$ cat src/rtl/audio_pkg.sv
// Shared audio types and codec clocking constants for the sample path
// (wave generators -> mixer -> I2S transmitter).
package audio_pkg;

  // Default sample width carried between generators, mixer and transmitter.
  localparam int unsigned SAMPLE_W_DEF = 24;

  // Default codec slot geometry: BCLK periods per channel slot.
  localparam int unsigned SLOT_W_DEF = 32;

  // System clock and default BCLK divider: 50 MHz / 16 / 64 = 48.83 kHz frames.
  localparam int unsigned SYS_CLK_HZ   = 50_000_000;
  localparam int unsigned BCLK_DIV_DEF = 16;

  typedef logic signed [SAMPLE_W_DEF-1:0] sample_t;

  typedef struct packed {
    sample_t l;
    sample_t r;
  } stereo_t;

  // Which channel slot the serial frame is currently in; encodes lrclk directly.
  typedef enum logic {
    SLOT_LEFT  = 1'b0,
    SLOT_RIGHT = 1'b1
  } slot_e;

  // Resulting stereo frame rate for a given divider and slot width.
  function automatic int unsigned frame_rate_hz(input int unsigned bclk_div,
                                                input int unsigned slot_w);
    return SYS_CLK_HZ / (bclk_div * 2 * slot_w);
  endfunction

endpackage

$ cat src/rtl/i2s_transmitter_if.sv
// Stereo sample handshake between the mixer (master) and the I2S
// transmitter (slave). A pair transfers on a cycle with valid && ready.
interface i2s_transmitter_if import audio_pkg::*; #(
  parameter int unsigned SAMPLE_W = SAMPLE_W_DEF
);

  logic signed [SAMPLE_W-1:0] left_in;
  logic signed [SAMPLE_W-1:0] right_in;
  logic                       sample_valid;
  logic                       sample_ready;

  modport master (
    output left_in,
    output right_in,
    output sample_valid,
    input  sample_ready
  );

  modport slave (
    input  left_in,
    input  right_in,
    input  sample_valid,
    output sample_ready
  );

endinterface

$ cat src/rtl/i2s_bclk_gen.sv
// Bit-clock generator: divides clk by BCLK_DIV into a 50% duty BCLK and
// flags the clk cycle on which BCLK is about to fall or rise.
module i2s_bclk_gen import audio_pkg::*; #(
  parameter int unsigned BCLK_DIV = BCLK_DIV_DEF
) (
  input  logic clk,
  input  logic reset,
  output logic bclk_o,
  output logic fall_tick_o,
  output logic rise_tick_o
);

  localparam int unsigned HALF = BCLK_DIV / 2;
  localparam int unsigned CW   = (HALF > 1) ? $clog2(HALF) : 1;
  localparam logic [CW-1:0] TERM = CW'(HALF - 1);

  logic [CW-1:0] div_cnt_q, div_cnt_d;
  logic          bclk_q, bclk_d;
  logic          terminal;

  // Half-period counter; BCLK toggles each time it wraps.
  always_comb begin
    terminal  = (div_cnt_q == TERM);
    div_cnt_d = terminal ? '0 : div_cnt_q + 1'b1;
    bclk_d    = terminal ? ~bclk_q : bclk_q;
  end

  // Divider and BCLK state.
  always_ff @(posedge clk) begin
    if (reset) begin
      div_cnt_q <= '0;
      bclk_q    <= 1'b0;
    end else begin
      div_cnt_q <= div_cnt_d;
      bclk_q    <= bclk_d;
    end
  end

  assign bclk_o      = bclk_q;
  assign fall_tick_o = terminal &  bclk_q;
  assign rise_tick_o = terminal & ~bclk_q;

endmodule

$ cat src/rtl/i2s_transmitter.sv
// I2S transmitter: accepts stereo pairs over a valid/ready handshake into a
// one-deep pending register, then serialises them MSB first to the codec.
// All serial outputs change on BCLK falling edges; the codec samples on rise.
// Build option LEFT_JUSTIFIED_EN selects left-justified framing (MSB in slot
// bit 0) instead of standard I2S (MSB one BCLK after the lrclk change).
module i2s_transmitter import audio_pkg::*; #(
  parameter int unsigned SAMPLE_W = SAMPLE_W_DEF,  // must be <= SLOT_W-1
  parameter int unsigned SLOT_W   = SLOT_W_DEF,
  parameter int unsigned BCLK_DIV = BCLK_DIV_DEF   // even, >= 4
) (
  input  logic            clk,
  input  logic            reset,
  i2s_transmitter_if.slave sif,
  output logic            bclk,
  output logic            lrclk,
  output logic            sdata
);

  localparam int unsigned FRAME_BITS = 2 * SLOT_W;
  localparam int unsigned BW         = $clog2(FRAME_BITS);
  localparam logic [BW-1:0] LAST_BIT  = BW'(FRAME_BITS - 1);
  localparam logic [BW-1:0] SLOT_BITS = BW'(SLOT_W);
  localparam logic [BW-1:0] DATA_BITS = BW'(SAMPLE_W);

  logic                fall_tick;
  logic                unused_rise_tick;

  logic [BW-1:0]       bit_cnt_q, bit_cnt_d;
  logic [SAMPLE_W-1:0] act_l_q, act_l_d, act_r_q, act_r_d;
  logic [SAMPLE_W-1:0] pend_l_q, pend_l_d, pend_r_q, pend_r_d;
  logic                pend_full_q, pend_full_d;
  logic                lrclk_q, lrclk_d;
  logic                sdata_q, sdata_d;

  logic                accept;
  logic                frame_load;
  slot_e               slot_d;
  logic [BW-1:0]       slot_bit;
  logic [SAMPLE_W-1:0] ch_word;
  logic [SAMPLE_W-1:0] word_sh;
  logic                serial_bit;

  i2s_bclk_gen #(
    .BCLK_DIV (BCLK_DIV)
  ) u_bclk_gen (
    .clk         (clk),
    .reset       (reset),
    .bclk_o      (bclk),
    .fall_tick_o (fall_tick),
    .rise_tick_o (unused_rise_tick)
  );

  assign sif.sample_ready = !pend_full_q && !reset;

  // Handshake, frame position and the pending/active sample registers.
  // A load only consumes a pair that was already pending before this cycle,
  // so an accept coinciding with the load waits for the next frame.
  always_comb begin
    accept     = sif.sample_valid && sif.sample_ready;
    frame_load = fall_tick && (bit_cnt_q == LAST_BIT);

    bit_cnt_d = bit_cnt_q;
    if (fall_tick) begin
      bit_cnt_d = (bit_cnt_q == LAST_BIT) ? '0 : bit_cnt_q + 1'b1;
    end

    act_l_d     = act_l_q;
    act_r_d     = act_r_q;
    pend_l_d    = pend_l_q;
    pend_r_d    = pend_r_q;
    pend_full_d = pend_full_q;

    if (frame_load && pend_full_q) begin
      act_l_d     = pend_l_q;
      act_r_d     = pend_r_q;
      pend_full_d = 1'b0;
    end

    if (accept) begin
      pend_l_d    = sif.left_in;
      pend_r_d    = sif.right_in;
      pend_full_d = 1'b1;
    end
  end

  // Next serial bit, derived from the post-tick position and post-load samples.
  always_comb begin
    slot_d     = (bit_cnt_d >= SLOT_BITS) ? SLOT_RIGHT : SLOT_LEFT;
    slot_bit   = (slot_d == SLOT_RIGHT) ? bit_cnt_d - SLOT_BITS : bit_cnt_d;
    ch_word    = (slot_d == SLOT_RIGHT) ? act_r_d : act_l_d;
    serial_bit = 1'b0;
    word_sh    = '0;
`ifdef LEFT_JUSTIFIED_EN
    word_sh = ch_word << slot_bit;
    if (slot_bit < DATA_BITS) begin
      serial_bit = word_sh[SAMPLE_W-1];
    end
`else
    // Slot bit 0 is the previous slot's trailing pad; data starts at bit 1.
    word_sh = ch_word << (slot_bit - 1'b1);
    if ((slot_bit != '0) && (slot_bit <= DATA_BITS)) begin
      serial_bit = word_sh[SAMPLE_W-1];
    end
`endif
    lrclk_d = fall_tick ? (slot_d == SLOT_RIGHT) : lrclk_q;
    sdata_d = fall_tick ? serial_bit : sdata_q;
  end

  // Frame, sample and serial output registers.
  always_ff @(posedge clk) begin
    if (reset) begin
      bit_cnt_q   <= LAST_BIT;
      act_l_q     <= '0;
      act_r_q     <= '0;
      pend_l_q    <= '0;
      pend_r_q    <= '0;
      pend_full_q <= 1'b0;
      lrclk_q     <= 1'b0;
      sdata_q     <= 1'b0;
    end else begin
      bit_cnt_q   <= bit_cnt_d;
      act_l_q     <= act_l_d;
      act_r_q     <= act_r_d;
      pend_l_q    <= pend_l_d;
      pend_r_q    <= pend_r_d;
      pend_full_q <= pend_full_d;
      lrclk_q     <= lrclk_d;
      sdata_q     <= sdata_d;
    end
  end

  assign lrclk = lrclk_q;
  assign sdata = sdata_q;

endmodule
$ cat src/flat_wrapper.sv
// flat-port wrapper written by rule: the top's interface ports become plain ports
module i2s_transmitter_flat import audio_pkg::*;
#(
  parameter int unsigned SAMPLE_W = SAMPLE_W_DEF,                        
  parameter int unsigned SLOT_W   = SLOT_W_DEF,
  parameter int unsigned BCLK_DIV = BCLK_DIV_DEF                
)
  (clk, reset, bclk, lrclk, sdata, sif_left_in, sif_right_in, sif_sample_valid, sif_sample_ready);
  i2s_transmitter_if #(.SAMPLE_W(SAMPLE_W)) sif_i ();
  input  logic clk;
  input  logic reset;
  output logic bclk;
  output logic lrclk;
  output logic sdata;
  input wire logic [$bits(sif_i.left_in)-1:0] sif_left_in;
  input wire logic [$bits(sif_i.right_in)-1:0] sif_right_in;
  input wire logic [$bits(sif_i.sample_valid)-1:0] sif_sample_valid;
  output wire logic [$bits(sif_i.sample_ready)-1:0] sif_sample_ready;
  assign sif_i.left_in = sif_left_in;
  assign sif_i.right_in = sif_right_in;
  assign sif_i.sample_valid = sif_sample_valid;
  assign sif_sample_ready = sif_i.sample_ready;
  i2s_transmitter #(.SAMPLE_W(SAMPLE_W), .SLOT_W(SLOT_W), .BCLK_DIV(BCLK_DIV)) u_core (.clk(clk), .reset(reset), .sif(sif_i), .bclk(bclk), .lrclk(lrclk), .sdata(sdata));
endmodule
$ cat config.mk
export PLATFORM = sky130hd
export DESIGN_NAME = i2s_transmitter_flat
export DESIGN_NICKNAME = d
export VERILOG_FILES = /design/src/rtl/audio_pkg.sv /design/src/rtl/i2s_transmitter_if.sv /design/src/rtl/i2s_bclk_gen.sv /design/src/rtl/i2s_transmitter.sv /design/src/flat_wrapper.sv
export SDC_FILE = /design/constraint.sdc
export NUM_CORES = 1
export LEC_CHECK = 0
export CORE_MARGIN = 3
export CORE_UTILIZATION = 35
export DETAILED_ROUTE_END_ITERATION = 12
export PLACE_DENSITY = 0.55
export SETUP_SLACK_MARGIN = 0.1
export SLEW_MARGIN = 20
export SYNTH_ARGS = -nofsm -noshare
export SYNTH_HDL_FRONTEND = slang
export SYNTH_HIERARCHICAL = 1
export SYNTH_SLANG_ARGS = --single-unit
$ cat constraint.sdc
create_clock -name clk -period 9.32 [get_ports clk]
set_clock_uncertainty 0.1 [all_clocks]
set_input_delay 1.398 -clock clk [delete_from_list [all_inputs] [get_ports clk]]
set_output_delay 1.398 -clock clk [all_outputs]
set_load 0.02 [all_outputs]
== Word-level counts from Yosys, hierarchy flattened ==
Index checks and enable logic that the tools add are counted.
Storage, ports and cells
  bits in registers: 109
  bits in latches: 0
  bits in writable memories: 0
  memory bits (read-only): 0
  input bits: 51
  memories: 0
Cells by class
  add/sub/neg operators: 4
  $mul: 0
  div/mod/pow operators: 0
  magnitude comparators: 2
  equal/unequal tests: 2
  shift operators: 1
  muxes and demuxes: 10
  bitwise logic cells: 2
  reductions and logical operators: 10
Operator list (count)
  two-way mux 24 bit: 3
  << shifter 24 x 6 -> 24 bit: 1
  two-way mux 6 bit: 3
  adder 6 x 1 -> 6 bit (second input constant): 1
  equality test 6 bit (second input constant): 1
  greater-or-equal comparator 6 bit (second input constant): 1
  less-or-equal comparator 6 x 5 -> 1 bit (second input constant): 1
  nonzero test 6 bit: 1
  subtractor 6 x 1 -> 6 bit (second input constant): 1
  subtractor 6 bit (second input constant): 1
  logical AND 1 bit: 5
  two-way mux 1 bit: 4
  adder 3 x 1 -> 3 bit (second input constant): 1
  equality test 3 bit (second input constant): 1
  zero test 1 bit: 2
  nonzero test 2 bit: 1
  OR reduction 2 bit: 1
  AND 1 bit: 1
  NOT 1 bit: 1

== Depth between registers and ports, before layout ==
Gate-level depths: netlist of run 1.
  word-level depth: 9
  mapped depth: 17

== Cells and area by module ==
Netlist of run 1, hierarchy kept.
By module, submodules not included
  i2s_transmitter: instances 1, cells an instance 629, area each 4923.5 um^2, sequential area each 2102.0 um^2
  i2s_bclk_gen: instances 1, cells an instance 13, area each 151.4 um^2, sequential area each 80.1 um^2

== Least setup slack after synthesis of run 1 ==
OpenSTA, ideal clock, no wires.
  path kind: register to register
  start: register u_core.u_bclk_gen.div_cnt_q[0]
  end: register u_core.sdata_q (netlist: u_core/sdata)
  library setup time: 0.128 ns
  arrival time: 3.478 ns
  required time: 9.092 ns
  setup slack: 5.614 ns
  cell stages (with the launch flop): 16
  path buffers: 3
  period minus slack after synthesis: 3.706 ns
  cell sequence: dfxtp_1 -> ha_1 -> ha_1 -> and2_2 -> buf_6 -> nand3_1 -> nor2_1 -> nor2_2 -> inv_1 -> buf_2 -> ha_1 -> dlygate4sd3_1 -> nor4_1 -> a211o_2 -> nor4_1 -> nor4bb_1
Between the ends
  word-level cells in the longest chain between the ends: 9
  elaborated cells on any way between the ends: 18
RTL lines
  from (decl): RTL line i2s_bclk_gen.sv:17  | logic [CW-1:0] div_cnt_q, div_cnt_d;
  from (signal assigned): RTL line i2s_bclk_gen.sv:34  | div_cnt_q <= div_cnt_d;
  equality test 3 bit (*): RTL line i2s_bclk_gen.sv:23  | terminal = (div_cnt_q == TERM);
  AND 1 bit (*): RTL line i2s_bclk_gen.sv:40  | assign fall_tick_o = terminal & bclk_q;
  named net u_core.fall_tick: RTL line i2s_transmitter.sv:25  | logic fall_tick;
  two-way mux 6 bit: RTL line i2s_transmitter.sv:63  | if (fall_tick) begin
  greater-or-equal comparator 6 bit: RTL line i2s_transmitter.sv:88  | slot_d = (bit_cnt_d >= SLOT_BITS) ? SLOT_RIGHT : SLOT_LEFT;
  two-way mux 1 bit: RTL line i2s_transmitter.sv:88
  two-way mux 6 bit: RTL line i2s_transmitter.sv:89  | slot_bit = (slot_d == SLOT_RIGHT) ? bit_cnt_d - SLOT_BITS : bit_cnt_d;
  subtractor 6 x 1 -> 6 bit (tied with other cells): RTL line i2s_transmitter.sv:100  | word_sh = ch_word << (slot_bit - 1'b1);
  << shifter 24 x 6 -> 24 bit / logical AND 1 bit (equally long branches): RTL line i2s_transmitter.sv:100, i2s_transmitter.sv:101
  two-way mux 1 bit: RTL line i2s_transmitter.sv:101  | if ((slot_bit != '0) && (slot_bit <= DATA_BITS)) begin
  to (signal assigned): RTL line i2s_transmitter.sv:128  | sdata_q <= sdata_d;
  to (decl): RTL line i2s_transmitter.sv:33  | logic sdata_q, sdata_d;
Mark *: on every way through the listed nets, which the timed path passes. The rest lies on a longest branch.
A chain may end at the register's enable or synchronous reset.

== Final worst setup path of run 1 ==
Ends and elaborated chain as after synthesis.

==> flow_summary.ini, run 1 <==
[die]
initial_utilization_pct = 36.1
fp.dieH_um = 126
core_area_um2 = 14000
rows = 43
dieArea_um2 = 16000
io_pins = 55
dieWidth_um = 126

[pwr]
peakVddDrop_mv = 0.0894
swShare_pct = 22.9
p_seq_share_pct = 53.9
power_switching_uw = 209
p_comb_share_pct = 5.6
powerDensity_nw_per_um2 = 153
clockPowerShare_pct = 40.5
fin_total_pwr_uw = 911
power_leakage_nw = 2.05
internal-power_uw = 703

[clock_tree]
root_buffer = clkbuf_16
clock-sinks = 109
post_cts_resized = 0
cts_buffers = 9
cts_max_level = 3
cts-hold-fix-buffers = 0
cts_tree = yes
insertion_delay_ps = 360
clockBufferDepth = 2
clk_pin_slew_ps = 70
cts_setup_buffers = 0

[critical_path]
worstReg2RegStart = u_core/u_bclk_gen/div_cnt_q[0]
endpoint = u_core/sdata
cp_max_fo = 13
r2r_end = u_core/sdata
r2r_slack_ps = 5260
arrival_ps = 4190
startpoint = u_core/u_bclk_gen/div_cnt_q[0]
crit_path_start_kind = register
crit_type = register to register
required_ps = 9450
r2r_cells = 14
crit_path_end_kind = register

[run_status]
outcome = finished, final reports clean

[cells_and_area]
fin_cells = 853
final_cell_area_um2 = 5960
areaGrowthSynthToFinish_pct = 17.6
post-route-util_pct = 42.4
nets = 724
multiInputGateArea_um2 = 2670
seq_area_um2 = 2180
fill_cells = 1441
diodes = 0
layout-drive-gt1-share_pct = 6.54

[routing]
wl_per_cell_um = 16.6
antenna_left = 0
num_vias = 4452
drt_iter0_drc = 309
viasPerCell = 5.22
first_pass_iters = 5
drc = 0
wl_um = 14100

[timing]
post-route-period-util_pct = 43.5
max_slew_margin_pct = 36.6
tightest_slew_ps = 951
slew_viol_final = 0
hold_ws_ps = 326
finalSetupViolCount = 0
min_period_ps = 4060
finalWorstSetupSlack_ps = 5260
setup_tns_ps = 0
hold_violations = 0
rsz0062_at_grt = false
fmax_mhz = 247

[logic_synthesis]
yosys_warnings = 6
synth_nets = 697
syn-mean-instance-area_um2 = 7.91
syn_area_um2 = 5070
synthCells = 641

[placed_design]
place_area_um2 = 5680
place_ws_ps = 5310
port_buffers = 54
dp_hpwl_um = 9870
finalWeightedCongestion = 0.863
dp.cells = 837

[grt]
grt_max_degree = 110
overflow = 0
grt_antenna_before_repair = 0
grt_use_total_pct = 17.9
grt_pass1_wl_um = 22500
grt_pass1_vias = 4297

[hold_path]
holdCritPathClass = register to register

[flow_run]
drv_cap = 0
## cell type report
cell class              instances  area share [%]
clock buffers                  11            4.07
clock inverters                 5           0.651
inverters                       3           0.189
multi-input cells             484            44.8
flip-flops and latches        109            36.6
well taps                     180            3.78
repair buffers                 61            9.87
## layout by cell type, fill, tap and decap left out, types with 3 or more instances in the layout
cell,instances
a21oi_1,57
a221o_1,3
a221oi_1,8
a31oi_1,8
a41oi_1,3
buf_4,7
clkbuf_16,9
clkdlybuf4s50_1,53
dfxtp_1,109
ha_1,5
inv_1,3
inv_6,3
mux2i_1,12
nand2_1,166
nand2b_1,53
nand3_1,12
nand4_1,3
nor2_1,23
nor3_1,7
nor3b_1,4
nor4_1,3
o211ai_1,3
o21ai_0,58
o22ai_1,4
xnor2_1,3
xor2_1,4
## layer usage
| metal | vias up | share of wire, % | track usage (%) |
|---|---|---|---|
| li1 | 2258 | - | - |
| met1 | 2073 | 47 | 23.4 |
| met2 | 103 | 46 | 28.9 |
| met3 | 18 | 4.4 | 3.92 |
| met4 | 0 | 2.1 | 6.75 |
| met5 | - | 0 | 0 |
## power by group through the flow
| stage | clock, mW | combinational [mW] | sequential (mW) |
|---|---|---|---|
| floorplan | 0 | 0.0258 | 0.498 |
| global placement | 0 | 0.0513 | 0.502 |
| detailed placement | 0 | 0.0519 | 0.502 |
| CTS | 0.382 | 0.0523 | 0.491 |
| global route | 0.394 | 0.0578 | 0.493 |
| finish | 0.369 | 0.0514 | 0.491 |
## registers in the layout (all words and copies together), names as in the netlist
| register | flops |
|---|---|
| u_core/act_l_q | 24 |
| u_core/act_r_q | 24 |
| u_core/pend_l_q | 24 |
| u_core/pend_r_q | 24 |
| u_core/bit_cnt_q | 6 |
| u_core/u_bclk_gen/div_cnt_q | 3 |
| u_core/lrclk | 1 |
| u_core/pend_full_q | 1 |
| u_core/sdata | 1 |
| u_core/u_bclk_gen/bclk_o | 1 |
## worst min path at each step
stage                                               from  slack (ps)  cells after the start                             end
after floorplan           u_core/u_bclk_gen/div_cnt_q[0]         300                      1  u_core/u_bclk_gen/div_cnt_q[0]
after global placement    u_core/u_bclk_gen/div_cnt_q[0]         310                      1  u_core/u_bclk_gen/div_cnt_q[0]
after detailed placement  u_core/u_bclk_gen/div_cnt_q[0]         310                      1  u_core/u_bclk_gen/div_cnt_q[0]
after global routing      u_core/u_bclk_gen/div_cnt_q[0]         350                      1  u_core/u_bclk_gen/div_cnt_q[0]
after CTS                 u_core/u_bclk_gen/div_cnt_q[0]         330                      1  u_core/u_bclk_gen/div_cnt_q[0]
final                     u_core/u_bclk_gen/div_cnt_q[0]         330                      1  u_core/u_bclk_gen/div_cnt_q[0]
## worst max-delay path, stage by stage, from the launching register on
cell,delay [ps]
dfxtp_1,320
ha_1,190
ha_1,240
and2_2,320
xnor2_1,210
nor2_2,360
inv_1,330
ha_1,330
xor3_2,480
nor2_1,320
o21ai_0,150
nor4_1,260
nor4_2,80
a31oi_1,170
nor4bb_1,70
Note: power is estimated with default switching activity, not from simulation.
==> run 2, diff against run 1 <==
Clock period 9.32 ns to 3.91 ns, I/O delays scaled along.
==> run 2 against run 1 <==
Worst setup slack got worse by 4900 ps. Count of clock-buffer cells in the layout decreased by 2. Worst hold slack improved by 1.9 ps. Total power increased by 140%. Maximum frequency increased by 16%. Final area increased by 1.7%. Critical path depth decreased by 2. Non-clock buffer count increased by 11. Via count increased by 1.2%. Global-route usage increased by 1.3 points. Critical path type unchanged. Critical endpoint unchanged. Largest power group unchanged.
==> flow_summary.ini, run 2 (synthesis gave the netlist of run 1 again) <==
[placed_design]
dp_hpwl_um = 10900
finalWeightedCongestion = 0.875
port_buffers = 54

[cells_and_area]
fill_cells = 1487
seq_area_um2 = 2180
layout-drive-gt1-share_pct = 8.49
mostFrequentLayoutCell = nand2_1
nets = 735
layout_common_cells = nand2_1 (166), dfxtp_1 (109), o21ai_0 (58)
areaGrowthSynthToFinish_pct = 19.6
diodes = 0
multiInputGateArea_um2 = 2690

[routing]
num_vias = 4504
wl_per_cell_um = 17.5
viasPerCell = 5.22
antenna_left = 0
first_pass_iters = 5
drc = 0
drt_iter0_drc = 345
wl_um = 15100

[die]
io_pins = 55
rows = 43
dieArea_um2 = 16000
dieWidth_um = 126
initial_utilization_pct = 36.1
core_area_um2 = 14000
fp.dieH_um = 126

[timing]
tightest_slew_ps = 958
post-route-period-util_pct = 89.8
finalSetupViolCount = 0
max_slew_margin_pct = 36.1
setup_tns_ps = 0
slew_viol_final = 0
rsz0062_at_grt = false
min_period_ps = 3510
hold_violations = 0
hold_ws_ps = 328
fmax_mhz = 285

[pwr]
swShare_pct = 23.8
p_seq_share_pct = 53.7
power_switching_uw = 518
p_comb_share_pct = 5.7
peakVddDrop_mv = 0.259
powerDensity_nw_per_um2 = 360
power_leakage_nw = 2.11
clockPowerShare_pct = 40.6
internal-power_mw = 1.66

[flow_run]
drv_cap = 0

[grt]
grt_pass1_wl_um = 24100
grt_antenna_before_repair = 0
overflow = 0
grt_max_degree = 109
grt_use_total_pct = 19.2
grt_pass1_vias = 4397

[run_status]
outcome = finished, final reports clean

[clock_tree]
clockBufferDepth = 2
cts_buffers = 9
clock-sinks = 109
clk_pin_slew_ps = 70
cts_tree = yes
root_buffer = clkbuf_16
insertion_delay_ps = 360
cts-hold-fix-buffers = 0
cts_max_level = 3

[hold_path]
hp-start = u_core/u_bclk_gen/div_cnt_q[0]
hold-path-cell-count = 1
whs_endpoint = u_core/u_bclk_gen/div_cnt_q[0]
holdCritPathClass = register to register

[critical_path]
cp_max_fo = 10
arrival_ps = 3640
crit_path_start_kind = register
worstReg2RegStart = u_core/u_bclk_gen/div_cnt_q[0]
required_ps = 4040
r2r_end = u_core/sdata
crit_path_end_kind = register
r2r_slack_ps = 400
r2r_cells = 12
startpoint = u_core/u_bclk_gen/div_cnt_q[0]
crit_type = register to register
## run 2: cell types whose count changed in the layout (fill, tap and decap cells not counted)
cell / previous run / this run
inv_6: 3 / 2
a21boi_1: 0 / 1
clkinvlp_4: 1 / 2
clkinv_2: 1 / 0
inv_8: 0 / 2
xnor2_2: 0 / 2
clkbuf_1: 1 / 0
nor2_4: 0 / 1
clkbuf_8: 1 / 0
a21boi_0: 2 / 1
nor2_1: 23 / 22
xnor2_1: 3 / 1
buf_4: 7 / 18
## run 2: what timing repair did
| item | in CTS | in global routing |
|---|---|---|
| buffers inserted | 0 | 1 |
| resized for setup | 0 | 5 |
| endpoints found under the setup margin | 0 | 1 |
## run 2: through the flow
stage / setup slack, ps / utilization (%) / total power [mW] / cell area (um2) / cells
finish: 399 / 43.2 / 2.18 / 6060 / 863
global route: 136 / 43.2 / 2.28 / 6060 / 863
CTS: 140 / 43.0 / 2.21 / 6030 / 862
detailed placement: 149 / 41.0 / 1.32 / 5750 / 847
global placement: 307 / 41.0 / 1.32 / 5750 / 847
floorplan: 213 / - / 1.25 / 5070 / 641
## run 2: final cells by class
cell class,count,share of cell area [%]
Timing Repair Buffer,72,11.1
Sequential cell,109,36.0
Clock inverter,6,0.908
Inverter,3,0.186
Multi-Input combinational cell,484,44.4
Tap cell,180,3.72
Clock buffer,9,3.72
## run 2: worst max path at each step
stage                         endpoint  cells after the start  slack, ps
after floorplan           u_core/sdata                     15        210
after global placement    u_core/sdata                     14        310
after detailed placement  u_core/sdata                     13        150
after CTS                 u_core/sdata                     13        140
after global routing      u_core/sdata                     15        140
final                     u_core/sdata                     12        400
## run 2: metal layers
| metal | vias to the layer above | GRT usage [%] | share of wire, % |
|---|---|---|---|
| li1 | 2289 | - | - |
| met4 | 0 | 5.30 | 2.3 |
| met2 | 99 | 30.9 | 46 |
| met5 | - | 0 | 0 |
| met3 | 23 | 4.04 | 4.4 |
| met1 | 2093 | 26.0 | 47 |
## run 2: power by group through the flow
stage	clock network [mW]	registers, mW	logic, mW
after global routing	0.960	1.18	0.140
after floorplan	0	1.19	0.0615
after CTS	0.917	1.17	0.126
after detailed placement	0	1.20	0.125
final	0.885	1.17	0.124
after global placement	0	1.20	0.123
## run 2: critical path: stages (launching register included)
cell and delay (ps):
dfxtp_1 340, ha_1 150, ha_1 240, and2_2 240
buf_4 210, nand2_1 90, nor2_1 490, o21ai_2 140
a222oi_1 570, a2111oi_2 140, a211o_2 290, nor4_1 290
nor4bb_1 100
==> run 3, diff against run 2 <==
Settings changed: HOLD_SLACK_MARGIN from default to 0.15, PLACE_DENSITY 0.55 to 0.65.
==> run 3 against run 2 <==
Sequential cell count unchanged. Sequential power about the same. Via count down 0.73%. Highest routed layer unchanged. Total power up 3.5%. Maximum frequency down 0.15%. Sequential share of layout area unchanged. Worst setup slack worse by 5.2 ps. Die area unchanged. Critical path depth up 2. Global-route usage down 1.9 points. First-iteration DRC count up 0.58%.
==> flow_summary.ini, run 3 (synthesis gave the netlist of run 1 again) <==
[grt]
grt_use_total_pct = 17.3
grt_max_degree = 110
overflow = 0
grt_antenna_before_repair = 0
grt_pass1_vias = 4300
grt_pass1_wl_um = 22200

[critical_path]
arrival_ps = 3670
crit_path_end_kind = register
crit_buf_inv = 1
crit_top_cell = ha_1
cp_top_family = simple AND/OR/NAND/NOR gates
cpMaxStageDelayCell = xor3_2
crit_chain = ha_1 > ha_1 > and2_2 > xnor2_1 > nor2_4 > inv_1 > ha_1 > xor3_2 > nand2_1 > a2111oi_0 > a41o_1 > nor4_2 > a31oi_1 > nor4bb_1
required_ps = 4060
crit_type = register to register
cp_max_fo = 7
crit_path_start_kind = register
cpPeakStageDelay_ps = 450

[routing]
num_vias = 4471
wl_um = 13800
antenna_left = 0
viasPerCell = 5.20
first_pass_iters = 5
wl_per_cell_um = 16.0
drc = 0
drt_iter0_drc = 347

[pwr]
powerDensity_nw_per_um2 = 372
power_leakage_nw = 2.10
peakVddDrop_mv = 0.194

[timing]
fmax_mhz = 284
min_period_ps = 3520
slew_viol_final = 0
rsz0062_at_grt = false
finalSetupViolCount = 0
max_slew_margin_pct = 36.3
post-route-period-util_pct = 89.9
hold_violations = 0
tightest_slew_ps = 956
setup_tns_ps = 0

[placed_design]
finalWeightedCongestion = 0.918
dp.cells = 844
dp_hpwl_um = 10100
place_area_um2 = 5730
port_buffers = 54

[cells_and_area]
layout-drive-gt1-share_pct = 7.79
final_cell_area_um2 = 6060
diodes = 0
nets = 732
mostFrequentLayoutCell = nand2_1
areaGrowthSynthToFinish_pct = 19.6
fin_cells = 860
layout_common_cells = nand2_1 (166), dfxtp_1 (109), o21ai_0 (58)

[die]
fp.dieH_um = 126
initial_utilization_pct = 36.1
io_pins = 55
dieArea_um2 = 16000
rows = 43
dieWidth_um = 126
core_area_um2 = 14000

[clock_tree]
clock-sinks = 109
cts_max_level = 3
insertion_delay_ps = 350
clk_pin_slew_ps = 70
cts_buffers = 9
clockBufferDepth = 2
cts_tree = yes
root_buffer = clkbuf_16

[flow_run]
drv_cap = 0

[run_status]
outcome = finished, final reports clean

[hold_path]
holdCritPathClass = register to register
-- run 3: worst paths after layout --
path	startpoint	endpoint	slack [ps]	cells past startpoint
setup reg to reg	u_core/u_bclk_gen/div_cnt_q[0]	u_core/sdata	390	14
hold reg to reg	u_core/u_bclk_gen/div_cnt_q[0]	u_core/u_bclk_gen/div_cnt_q[0]	320	1
setup / recovery	u_core/u_bclk_gen/div_cnt_q[0]	u_core/sdata	390	14
hold / removal	u_core/u_bclk_gen/div_cnt_q[0]	u_core/u_bclk_gen/div_cnt_q[0]	320	1
-- run 3: through the flow --
stage	hold WS (ps)	utilization, %	total power, mW	worst slack [ps]
floorplan	296	-	1.25	213
global placement	314	40.8	1.32	308
detailed placement	314	40.8	1.32	207
CTS	324	43.0	2.29	171
global route	344	43.2	2.34	114
finish	322	43.2	2.26	394
-- run 3: area by class of cell --
class	instances	area, um2
multi-input cells	484	2680
clock inverters	4	72.6
clock buffers	11	243
flip-flops and latches	109	2180
inverters	3	11.3
well taps	180	225
repair buffers	69	648
fillers	1433	7980
-- run 3: power breakdown --
group          internal (mW)  switching, mW  leakage [nW]
combinational         0.0720         0.0517          1.06
sequential              1.15         0.0234         0.887
clock                  0.574          0.388         0.152
-- run 3: metal layers --
layer | global-route usage (%) | vias to the layer above | part of all wire [%]
li1 | - | 2277 | -
met3 | 3.92 | 18 | 4.1
met4 | 6.56 | 0 | 2.2
met1 | 22.8 | 2110 | 47
met2 | 27.6 | 66 | 46
met5 | 0 | - | 0
-- run 3: repair_timing --
action,in CTS,in global routing
endpoints found under the hold margin,0,0
hold buffers,0,0
setup buffers,0,1
resized for setup,0,3
endpoints found under the setup margin,0,1
